**src/rtl/climate_pkg.sv**
```systemverilog
// Shared encodings and defaults for the incubator climate scheduler.
// Latency: none (declarations only); backpressure: not applicable.
package climate_pkg;

    localparam int TEMP_W = 8;

    typedef enum logic [2:0] {
        ST_IDLE  = 3'd0,
        ST_HEAT  = 3'd1,
        ST_COOL  = 3'd2,
        ST_DEAD  = 3'd3,
        ST_ALARM = 3'd4
    } state_e;

    localparam logic signed [TEMP_W-1:0] HEAT_ON_DEF  = 8'sd20;
    localparam logic signed [TEMP_W-1:0] HEAT_OFF_DEF = 8'sd30;
    localparam logic signed [TEMP_W-1:0] COOL_ON_DEF  = 8'sd35;
    localparam logic signed [TEMP_W-1:0] COOL_OFF_DEF = 8'sd25;
    localparam logic signed [TEMP_W-1:0] ALARM_HI_DEF = 8'sd60;
    localparam logic signed [TEMP_W-1:0] ALARM_LO_DEF = -8'sd10;

    localparam int unsigned MIN_ON_DEF  = 16;
    localparam int unsigned DEAD_DEF    = 4;
    localparam int unsigned ALARM_N_DEF = 8;

    function automatic logic [7:0] sat_inc(input logic [7:0] v);
        return (v == 8'hFF) ? v : v + 8'd1;
    endfunction

endpackage

```
**src/rtl/climate_scheduler_if.sv**
```systemverilog
// Temperature sample, alarm acknowledge and actuator/status outputs of the scheduler.
// Latency: none (wiring only); backpressure: none, T is sampled every clock.
interface climate_scheduler_if;

    logic signed [climate_pkg::TEMP_W-1:0] T;
    logic                                  clear;
    logic                                  Heater;
    logic                                  Cooler;
    logic                                  Alarm;
    logic [2:0]                            State;
    logic [7:0]                            Cycles;

    modport master (
        output T, clear,
        input  Heater, Cooler, Alarm, State, Cycles
    );

    modport slave (
        input  T, clear,
        output Heater, Cooler, Alarm, State, Cycles
    );

endinterface

```
**src/rtl/climate_scheduler_range_filter.sv**
```systemverilog
// Counts consecutive out-of-range samples, saturating at n; trip once n is reached.
// Latency: trip one edge after the n-th bad sample; backpressure: none.
module range_filter
    import climate_pkg::*;
(
    input  logic                     clk,
    input  logic                     rst_n,
    input  logic signed [TEMP_W-1:0] t,
    input  logic signed [TEMP_W-1:0] lo,
    input  logic signed [TEMP_W-1:0] hi,
    input  logic [7:0]               n,
    output logic                     trip,
    output logic                     over
);

    logic [7:0] cnt_q, cnt_d;
    logic       over_q, over_d;
    logic       is_hi, is_lo;

    always_comb begin
        is_hi  = t > hi;
        is_lo  = t < lo;
        cnt_d  = 8'd0;
        over_d = over_q;
        if (is_hi || is_lo) begin
            cnt_d  = (cnt_q >= n) ? cnt_q : cnt_q + 8'd1;
            // Direction follows the most recent bad sample.
            over_d = is_hi;
        end
    end

    always_ff @(posedge clk or negedge rst_n) begin
        if (!rst_n) begin
            cnt_q  <= 8'd0;
            over_q <= 1'b0;
        end else begin
            cnt_q  <= cnt_d;
            over_q <= over_d;
        end
    end

    assign trip = cnt_q >= n;
    assign over = over_q;

endmodule

```
**src/rtl/climate_scheduler.sv**
```systemverilog
// Heater/cooler sequencer with min on-time, dead-time gap and filtered alarm override.
// Latency: state follows the T sample one edge later; backpressure: none.
module climate_scheduler
    import climate_pkg::*;
#(
    parameter logic signed [TEMP_W-1:0] HEAT_ON  = HEAT_ON_DEF,
    parameter logic signed [TEMP_W-1:0] HEAT_OFF = HEAT_OFF_DEF,
    parameter logic signed [TEMP_W-1:0] COOL_ON  = COOL_ON_DEF,
    parameter logic signed [TEMP_W-1:0] COOL_OFF = COOL_OFF_DEF,
    parameter logic signed [TEMP_W-1:0] ALARM_HI = ALARM_HI_DEF,
    parameter logic signed [TEMP_W-1:0] ALARM_LO = ALARM_LO_DEF,
    parameter int unsigned              MIN_ON   = MIN_ON_DEF,
    parameter int unsigned              DEAD     = DEAD_DEF,
    parameter int unsigned              ALARM_N  = ALARM_N_DEF
) (
    input  logic                clk,
    input  logic                rst_n,
    climate_scheduler_if.slave  bus
);

    localparam logic [7:0] MIN_ON_M1 = 8'(MIN_ON - 1);
    localparam logic [7:0] DEAD_M1   = 8'(DEAD - 1);
    localparam logic [7:0] ALARM_N_L = 8'(ALARM_N);

    state_e                   state_q, state_d;
    logic [7:0]               timer_q, timer_d;
    logic [7:0]               cycles_q, cycles_d;
    logic                     alarm_over_q, alarm_over_d;
    logic signed [TEMP_W-1:0] t_s;
    logic                     in_range;
    logic                     trip, over;
    logic                     entering;
    logic                     heater, cooler, alarm;

    assign t_s      = bus.T;
    assign in_range = (t_s >= ALARM_LO) && (t_s <= ALARM_HI);

    range_filter u_range_filter (
        .clk   (clk),
        .rst_n (rst_n),
        .t     (t_s),
        .lo    (ALARM_LO),
        .hi    (ALARM_HI),
        .n     (ALARM_N_L),
        .trip  (trip),
        .over  (over)
    );

    always_ff @(posedge clk or negedge rst_n) begin
        if (!rst_n) state_q <= ST_IDLE;
        else        state_q <= state_d;
    end

    always_comb begin
        state_d = state_q;
        if (state_q == ST_ALARM) begin
            // Leaving ALARM ignores the filter; only an in-range acknowledge releases it.
            if (bus.clear && in_range) state_d = ST_DEAD;
        end else if (trip) begin
            state_d = ST_ALARM;
        end else begin
            case (state_q)
                ST_IDLE: begin
                    if (t_s > COOL_ON)      state_d = ST_COOL;
                    else if (t_s < HEAT_ON) state_d = ST_HEAT;
                end
                ST_HEAT: if (timer_q >= MIN_ON_M1 && t_s >= HEAT_OFF) state_d = ST_DEAD;
                ST_COOL: if (timer_q >= MIN_ON_M1 && t_s < COOL_OFF)  state_d = ST_DEAD;
                ST_DEAD: if (timer_q == DEAD_M1) state_d = ST_IDLE;
                default: state_d = ST_IDLE;
            endcase
        end
    end

    always_comb begin
        heater = 1'b0;
        cooler = 1'b0;
        alarm  = 1'b0;
        case (state_q)
            ST_HEAT:  heater = 1'b1;
            ST_COOL:  cooler = 1'b1;
            ST_ALARM: begin
                alarm  = 1'b1;
                cooler = alarm_over_q;
            end
            default: ;
        endcase
    end

    always_comb begin
        entering     = state_d != state_q;
        timer_d      = entering ? 8'd0 : sat_inc(timer_q);
        cycles_d     = (entering && state_d == ST_COOL) ? sat_inc(cycles_q) : cycles_q;
        alarm_over_d = (entering && state_d == ST_ALARM) ? over : alarm_over_q;
    end

    always_ff @(posedge clk or negedge rst_n) begin
        if (!rst_n) begin
            timer_q      <= 8'd0;
            cycles_q     <= 8'd0;
            alarm_over_q <= 1'b0;
        end else begin
            timer_q      <= timer_d;
            cycles_q     <= cycles_d;
            alarm_over_q <= alarm_over_d;
        end
    end

    assign bus.Heater = heater;
    assign bus.Cooler = cooler;
    assign bus.Alarm  = alarm;
    assign bus.State  = state_q;
    assign bus.Cycles = cycles_q;

endmodule
```
**src/flat_wrapper.sv**
```systemverilog
// flat-port wrapper written by rule: the top's interface ports become plain ports
module climate_scheduler_flat import climate_pkg::*;
#(
    parameter logic signed [TEMP_W-1:0] HEAT_ON  = HEAT_ON_DEF,
    parameter logic signed [TEMP_W-1:0] HEAT_OFF = HEAT_OFF_DEF,
    parameter logic signed [TEMP_W-1:0] COOL_ON  = COOL_ON_DEF,
    parameter logic signed [TEMP_W-1:0] COOL_OFF = COOL_OFF_DEF,
    parameter logic signed [TEMP_W-1:0] ALARM_HI = ALARM_HI_DEF,
    parameter logic signed [TEMP_W-1:0] ALARM_LO = ALARM_LO_DEF,
    parameter int unsigned              MIN_ON   = MIN_ON_DEF,
    parameter int unsigned              DEAD     = DEAD_DEF,
    parameter int unsigned              ALARM_N  = ALARM_N_DEF
)
  (clk, rst_n, bus_T, bus_clear, bus_Heater, bus_Cooler, bus_Alarm, bus_State, bus_Cycles);
  climate_scheduler_if bus_i ();
  input  logic clk;
  input  logic rst_n;
  input wire logic [$bits(bus_i.T)-1:0] bus_T;
  input wire logic [$bits(bus_i.clear)-1:0] bus_clear;
  output wire logic [$bits(bus_i.Heater)-1:0] bus_Heater;
  output wire logic [$bits(bus_i.Cooler)-1:0] bus_Cooler;
  output wire logic [$bits(bus_i.Alarm)-1:0] bus_Alarm;
  output wire logic [$bits(bus_i.State)-1:0] bus_State;
  output wire logic [$bits(bus_i.Cycles)-1:0] bus_Cycles;
  assign bus_i.T = bus_T;
  assign bus_i.clear = bus_clear;
  assign bus_Heater = bus_i.Heater;
  assign bus_Cooler = bus_i.Cooler;
  assign bus_Alarm = bus_i.Alarm;
  assign bus_State = bus_i.State;
  assign bus_Cycles = bus_i.Cycles;
  climate_scheduler #(.HEAT_ON(HEAT_ON), .HEAT_OFF(HEAT_OFF), .COOL_ON(COOL_ON), .COOL_OFF(COOL_OFF), .ALARM_HI(ALARM_HI), .ALARM_LO(ALARM_LO), .MIN_ON(MIN_ON), .DEAD(DEAD), .ALARM_N(ALARM_N)) u_core (.clk(clk), .rst_n(rst_n), .bus(bus_i));
endmodule
```
**config.mk**
```make
export PLATFORM = sky130hd
export DESIGN_NAME = climate_scheduler_flat
export DESIGN_NICKNAME = d
export VERILOG_FILES = /design/src/rtl/climate_pkg.sv /design/src/rtl/climate_scheduler_if.sv /design/src/rtl/climate_scheduler_range_filter.sv /design/src/rtl/climate_scheduler.sv /design/src/flat_wrapper.sv
export SDC_FILE = /design/constraint.sdc
export NUM_CORES = 1
export LEC_CHECK = 0
export CAP_MARGIN = 10
export CORE_MARGIN = 5
export CORE_UTILIZATION = 36
export CTS_BUF_LIST = sky130_fd_sc_hd__clkbuf_4 sky130_fd_sc_hd__clkbuf_8
export DETAILED_ROUTE_END_ITERATION = 10
export MAX_ROUTING_LAYER = met4
export SLEW_MARGIN = 20
export SYNTH_ARGS = -nofsm -noshare
export SYNTH_HDL_FRONTEND = slang
export SYNTH_SLANG_ARGS = --single-unit
```
**constraint.sdc**
```tcl
create_clock -name clk -period 2.7 [get_ports clk]
set_clock_uncertainty 0.15 [all_clocks]
set_input_delay 0.54 -clock clk [delete_from_list [all_inputs] [get_ports clk]]
set_output_delay 0.54 -clock clk [all_outputs]
set_load 0.03 [all_outputs]
```
Yosys cells after proc, flatten, opt, wreduce, memory -nomap -nowiden
Index checks and enable logic that the tools add are counted.
Widths: inputs -> output; s select.

cells by class
  order comparisons = 10
  reduce and logical (&&, ||, !) cells = 9
  multiplexer cells = 16
  bitwise gates (word level) = 1
  add/subtract/negate cells = 3
  eq/ne operators = 12

operators by type and width
  kind                 number
  $mux 8               4
  $add 8x1->8 const B  3
  $mux 3               8
  $eq 8x8->1 const B   2
  $ge 8x4->1 const B   2
  $gt 8x7->1 const B   2
  $lt 8x6->1 const B   2
  $pmux 3 s4           1
  $eq 3x2->1 const B   3
  $eq 8x2->1 const B   1
  $ge 8x5->1 const B   1
  $ge 8x6->1 const B   1
  $le 8x7->1 const B   1
  $lt 8x5->1 const B   1
  $eq 3x3->1 const B   2
  $logic_and 1x1->1    6
  $eq 3x1->1 const B   1
  $logic_not 3->1      1
  $ne 3x3->1           1
  $mux 1               2
  $ne 2x1->1 const B   1
  $ne 2x2->1 const B   1
  $pmux 1 s2           1
  $reduce_and 2->1     1
  other kinds (2)      2

word-level totals
  register bits = 29
  input bits = 11
  word-level logic and storage cells = 57
  output and inout port bits = 14

Depth between registers and ports, before layout
  depth after elaboration = 9
  mapped depth = 8
  mapped depth without buffers = 7

By module
A second synthesis with hierarchy kept.

second synthesis, totals
  cell total of the unflattened synthesis = 250
  area total of the unflattened synthesis = 2311.0 um^2

modules (own cells, without submodules)
  module             cells each  sequential area each (um^2)  area each (um^2)  instances
  climate_scheduler  127         500.5                        1266.2            1
  range_filter       123         225.2                        1044.8            1

Worst setup path after synthesis
No wires, ideal clock.

  kind = register to register
  from = register u_core.state_q[0], in the netlist u_core.bus.State[0]
  to = register u_core.timer_q[7]
  library setup time = 0.122 ns
  data required time = 2.428 ns
  cell stages (with the launch flop) = 7
  period minus slack after synthesis = 2.468 ns
  path slack = 0.232 ns
  data arrival time = 2.195 ns
  path buffers = 2
  path through = dfrtp_1 clkbuf_1 nor3_1 o211a_1 or4_1 buf_2 nor3_1

between the ends
  word-level cells in the longest chain between the ends = 7
  elaborated cells between the ends (all ways) = 17
  those cells by class = eq/ne: 6; mux: 10; reduce/logical: 1

RTL lines
  what                                                          line                      RTL
  from (decl)                                                   climate_scheduler.sv:25   state_e state_q, state_d;
  from (signal assigned)                                        climate_scheduler.sv:51   else state_q <= state_d;
  $mux 3                                                        climate_scheduler.sv:65   else if (t_s < HEAT_ON) state_d = ST_HEAT;
  $mux 3                                                        climate_scheduler.sv:64   if (t_s > COOL_ON) state_d = ST_COOL;
  $pmux 3 s4                                                    climate_scheduler.sv:62   case (state_q)
  $mux 3                                                        climate_scheduler.sv:59   end else if (trip) begin
  $mux 3                                                        climate_scheduler.sv:56   if (state_q == ST_ALARM) begin
  $ne 3x3->1 *                                                  climate_scheduler.sv:91   entering = state_d != state_q;
  $ne 2x1->1 (no source line) / $mux 8 (equally long branches)  n/a
  to (signal assigned)                                          climate_scheduler.sv:103  timer_q <= timer_d;
  to (decl)                                                     climate_scheduler.sv:26   logic [7:0] timer_q, timer_d;

Mark *: on every way between the ends. The rest lies on a longest branch, timed or not.
A chain may end at the register's enable or synchronous reset.

Worst setup path after layout
  from = input bus_T[7]
  to = register u_core.cycles_q[1], in the netlist u_core.bus.Cycles[1]

between the ends
  word-level cells in the longest chain between the ends = 9
  elaborated cells between the ends (all ways) = 22
  those cells by class = order compare: 6; eq/ne: 2; mux: 8; reduce/logical: 6

RTL lines
  what                                             line                                                                       RTL
  from (decl)                                      flat_wrapper.sv:18                                                         input wire logic [$bits(bus_i.T)-1:0] bus_T;
  $lt 8x6->1 (tied with other cells)               climate_scheduler.sv:65
  $mux 3 (tied with other cells)                   climate_scheduler.sv:65
  $mux 3 (on tied branches)                        climate_scheduler.sv:64, climate_scheduler.sv:67, climate_scheduler.sv:68
  $pmux 3 s4                                       climate_scheduler.sv:62
  $mux 3                                           climate_scheduler.sv:59
  $mux 3 *                                         climate_scheduler.sv:56
  $ne 3x3->1 / $eq 3x2->1 (equally long branches)  climate_scheduler.sv:91, climate_scheduler.sv:93
  $logic_and 1x1->1 *                              climate_scheduler.sv:93                                                    cycles_d = (entering && state_d == ST_COOL) ? sat_inc(cycles_q) : cycles_q;
  $reduce_and 2->1 (no source line) *              n/a
  to (signal assigned)                             climate_scheduler.sv:104                                                   cycles_q <= cycles_d;
  to (decl)                                        climate_scheduler.sv:27                                                    logic [7:0] cycles_q, cycles_d;

Marked as above.

==> results.md <==
- Run status: finished clean
- Number of hold violations in the final report: 0
- Total via count in the routed design: 1418
- Setup repair after global routing missed its margin: false
- Floorplan die area: 0.00587 sq mm
- Clock sink count: 29
- Post-synthesis cell area: 0.00160 sq mm
- Path type of the worst min-delay path: reg2reg
- Core region area: 0.00432 sq mm
- Setup WS post-layout: 108 ps
- Average cell area after synthesis: 9.62 sq um
- Fraction of synthesized cell area taken by the top area cell type: 45.5%
- Power Density: 1040 mW/mm^2
- Yosys warning count: 0
- Part of the cycle the worst path needs: 96.0%
- Crit path arrival time: 2610 ps
- Cts bufs inserted: 5
- Top cells by count, synth: dfrtp_1 (29), nor2_1 (21), nand3_1 (12)
- H-tree Lvls: 2
- Remaining routing DRC violations: 0
- DR vias/cell: 5.37
- Worst R2R Start: u_core.timer_q[4]
- RR Endpoint: u_core.bus.Cycles[1]
- Routed wire length per instance: 14.6 um
- Antenna Nets Post-Route: 0
- Overall overflow remaining after global route: 0
- Worst reg-to-reg setup slack: 140 ps
- Count of final max-slew check failures: 0
- Final critical-path required period: 2590 ps
- Via count of the first global-routing pass: 1462
- Post-Route Hold Slack: 341 ps
- Leakage: 0.000962 uW
- Fraction of final layout cells sized beyond drive strength 1: 17.0%
- Clock root buffer: clkbuf_8
- Critical path fanouts, max: 8
- CP startpoint kind: input port
- Number of antenna violations at the first check in global routing: 0
- I/O Pins: 25
- Worst-Skew Late Latency: 280 ps
- Number of setup violations in the final report: 0
- Worst-case setup slack after placement: -252 ps
- Count of input and output buffers: 24
- Final TNS setup: 0 ps
- Critical Setup Path Class: in2reg
- Hold wc startpoint: u_core.bus.Cycles[5]
- Max Clock Freq: 0.386 GHz
- Slew at the pin with the worst max-slew slack: 426 ps
- Number of distinct library cells after synthesis: 44
- Yosys top cell by area: dfrtp_1
- Total power: 2230 uW
- Maximum number of pins on one net before global-route repair: 30
- Cell count of the worst hold path: 1
- Number of enable-type register cells in the synthesized netlist: 0
- Starting density of the core: 36.9%
- Final estimated routing congestion in global placement: 0.799
- DIE WIDTH: 76.6 um
- Total Nets Final: 226
- Net Count, Synth: 181
- Drt first-iter violations: 93
- Seq cells post-synth: 29
- Most repeated cell in the gate-level netlist after synthesis: dfrtp_1
- Most area-consuming cells after synthesis: dfrtp_1 (45%), nor2_1 (4.9%), xnor2_1 (4.4%), nand3_1 (3.8%), ha_1 (3.1%)
- Clock tree from TritonCTS: done
- Worst-case vdd ir drop: 0.573 mV
- Number of maximum-capacitance violations: 0
- CTS max path bufs: 2
- Data required time of the critical path: 2720 ps
- Hold worst-path end: u_core.bus.Cycles[5]
- Global-route wire length before repair: 6.63 mm
- Number of diodes: 0
- Post-CTS setup buffer count: 0
- Detailed Route WL: 3.85 mm
- Worst slew margin relative to its limit: 71.4%
- Length in cells of the worst reg-to-reg path: 6
- Clock transition at the registers of the reported paths: 60 ps
- Placed wire-length estimate: 2.82 mm
- Die extent in y: 76.6 um
- DR pass1 iterations: 4
- Seq/Total Area, Yosys: 45.5%
- Share of flip-flops with an asynchronous set or reset after synthesis: 100%
- Total global-route track usage: 14.2%
- Synthesized instance count: 166
- Synth-to-layout area growth: 34.6%
- Dominant register cell in the synthesized netlist: dfrtp_1
- Number of standard-cell rows in the floorplan: 24
- Element type at the critical path end: flop
-- registers in the layout, summed over array words and instances, names as in the netlist --
signal	count
u_core.bus.Cycles	8
u_core.timer_q	8
u_core.u_range_filter.cnt_q	8
u_core.bus.State	3
u_core.alarm_over_q	1
u_core.u_range_filter.over	1
-- through the flow --
step	utilization [%]	instance area [sq um]	std cells
global route	49.7	2150	264
floorplan	-	1600	166
finish	49.7	2150	264
global placement	46.6	2020	256
CTS	49.4	2140	264
detailed placement	46.6	2020	256
-- routing by layer --
metal,global-route usage [%],vias to the layer above,routed length [um]
met1,18.2,692,1830
li1,-,698,-
met2,21.2,22,1850
met3,4.85,6,128
met5,-,-,0
met4,4.37,0,48
-- layout by cell type (no fill, tap or decap), types with 6 or more instances in the layout --
| cell type | n |
|---|---|
| xnor2_1 | 8 |
| o21ai_0 | 6 |
| nand2_1 | 9 |
| clkdlybuf4s50_1 | 23 |
| clkbuf_8 | 6 |
| nor2_1 | 21 |
| nand3_1 | 12 |
| a21oi_1 | 8 |
| buf_4 | 17 |
| nor3_1 | 7 |
| dfrtp_1 | 29 |
| inv_1 | 6 |
-- power breakdown --
group	internal, uW	total [uW]	switching (uW)
logic	474	1060	590
registers	553	693	139
clock network	310	475	165
total	1340	2230	894
-- cell type report --
cell class	instances	area, sq um
fillers	395	2180
multi-input cells	128	845
flip-flops and latches	29	726
repair buffers	41	370
clock buffers	7	90.1
well taps	52	65.1
clock inverters	1	30.0
inverters	6	22.5
-- worst max-delay path: stages --
cell and delay [ps]:
clkdlybuf4s50_1 420, or3b_2 480, a221oi_2 240, nor3_1 140, nor4_4 250, buf_4 190, mux2_2 330
-- what timing repair did --
item	4_1_cts	5_1_grt
gates resized for setup	0	3
hold buffers	0	0
endpoints found under the setup margin	0	5
-- worst max-delay path by stage --
stage,startpoint,to,slack (ps),depth (start not counted)
4_1_cts,u_core.bus.State[2],bus_Alarm,0.3,3
6_report,bus_T[7],u_core.bus.Cycles[1],110,7
3_5_place_dp,bus_T[7],u_core.bus.Cycles[1],-250,7
3_3_place_gp,bus_T[7],u_core.bus.Cycles[1],-230,7
5_1_grt,u_core.timer_q[4],u_core.bus.Cycles[1],40,6
2_1_floorplan,u_core.bus.State[0],u_core.timer_q[7],230,6
-- cells by family after synthesis --
kind of cell | synth area share (%)
AND/OR/NAND/NOR | 27.4
AO/OA/AOI/OAI | 13.6
flip-flops | 45.5
XOR/XNOR | 6.03
buffers and inverters | 2.27
adder cells (fa/ha/maj) | 3.13
multiplexers | 2.04
Power figures use the tool's default switching activity.
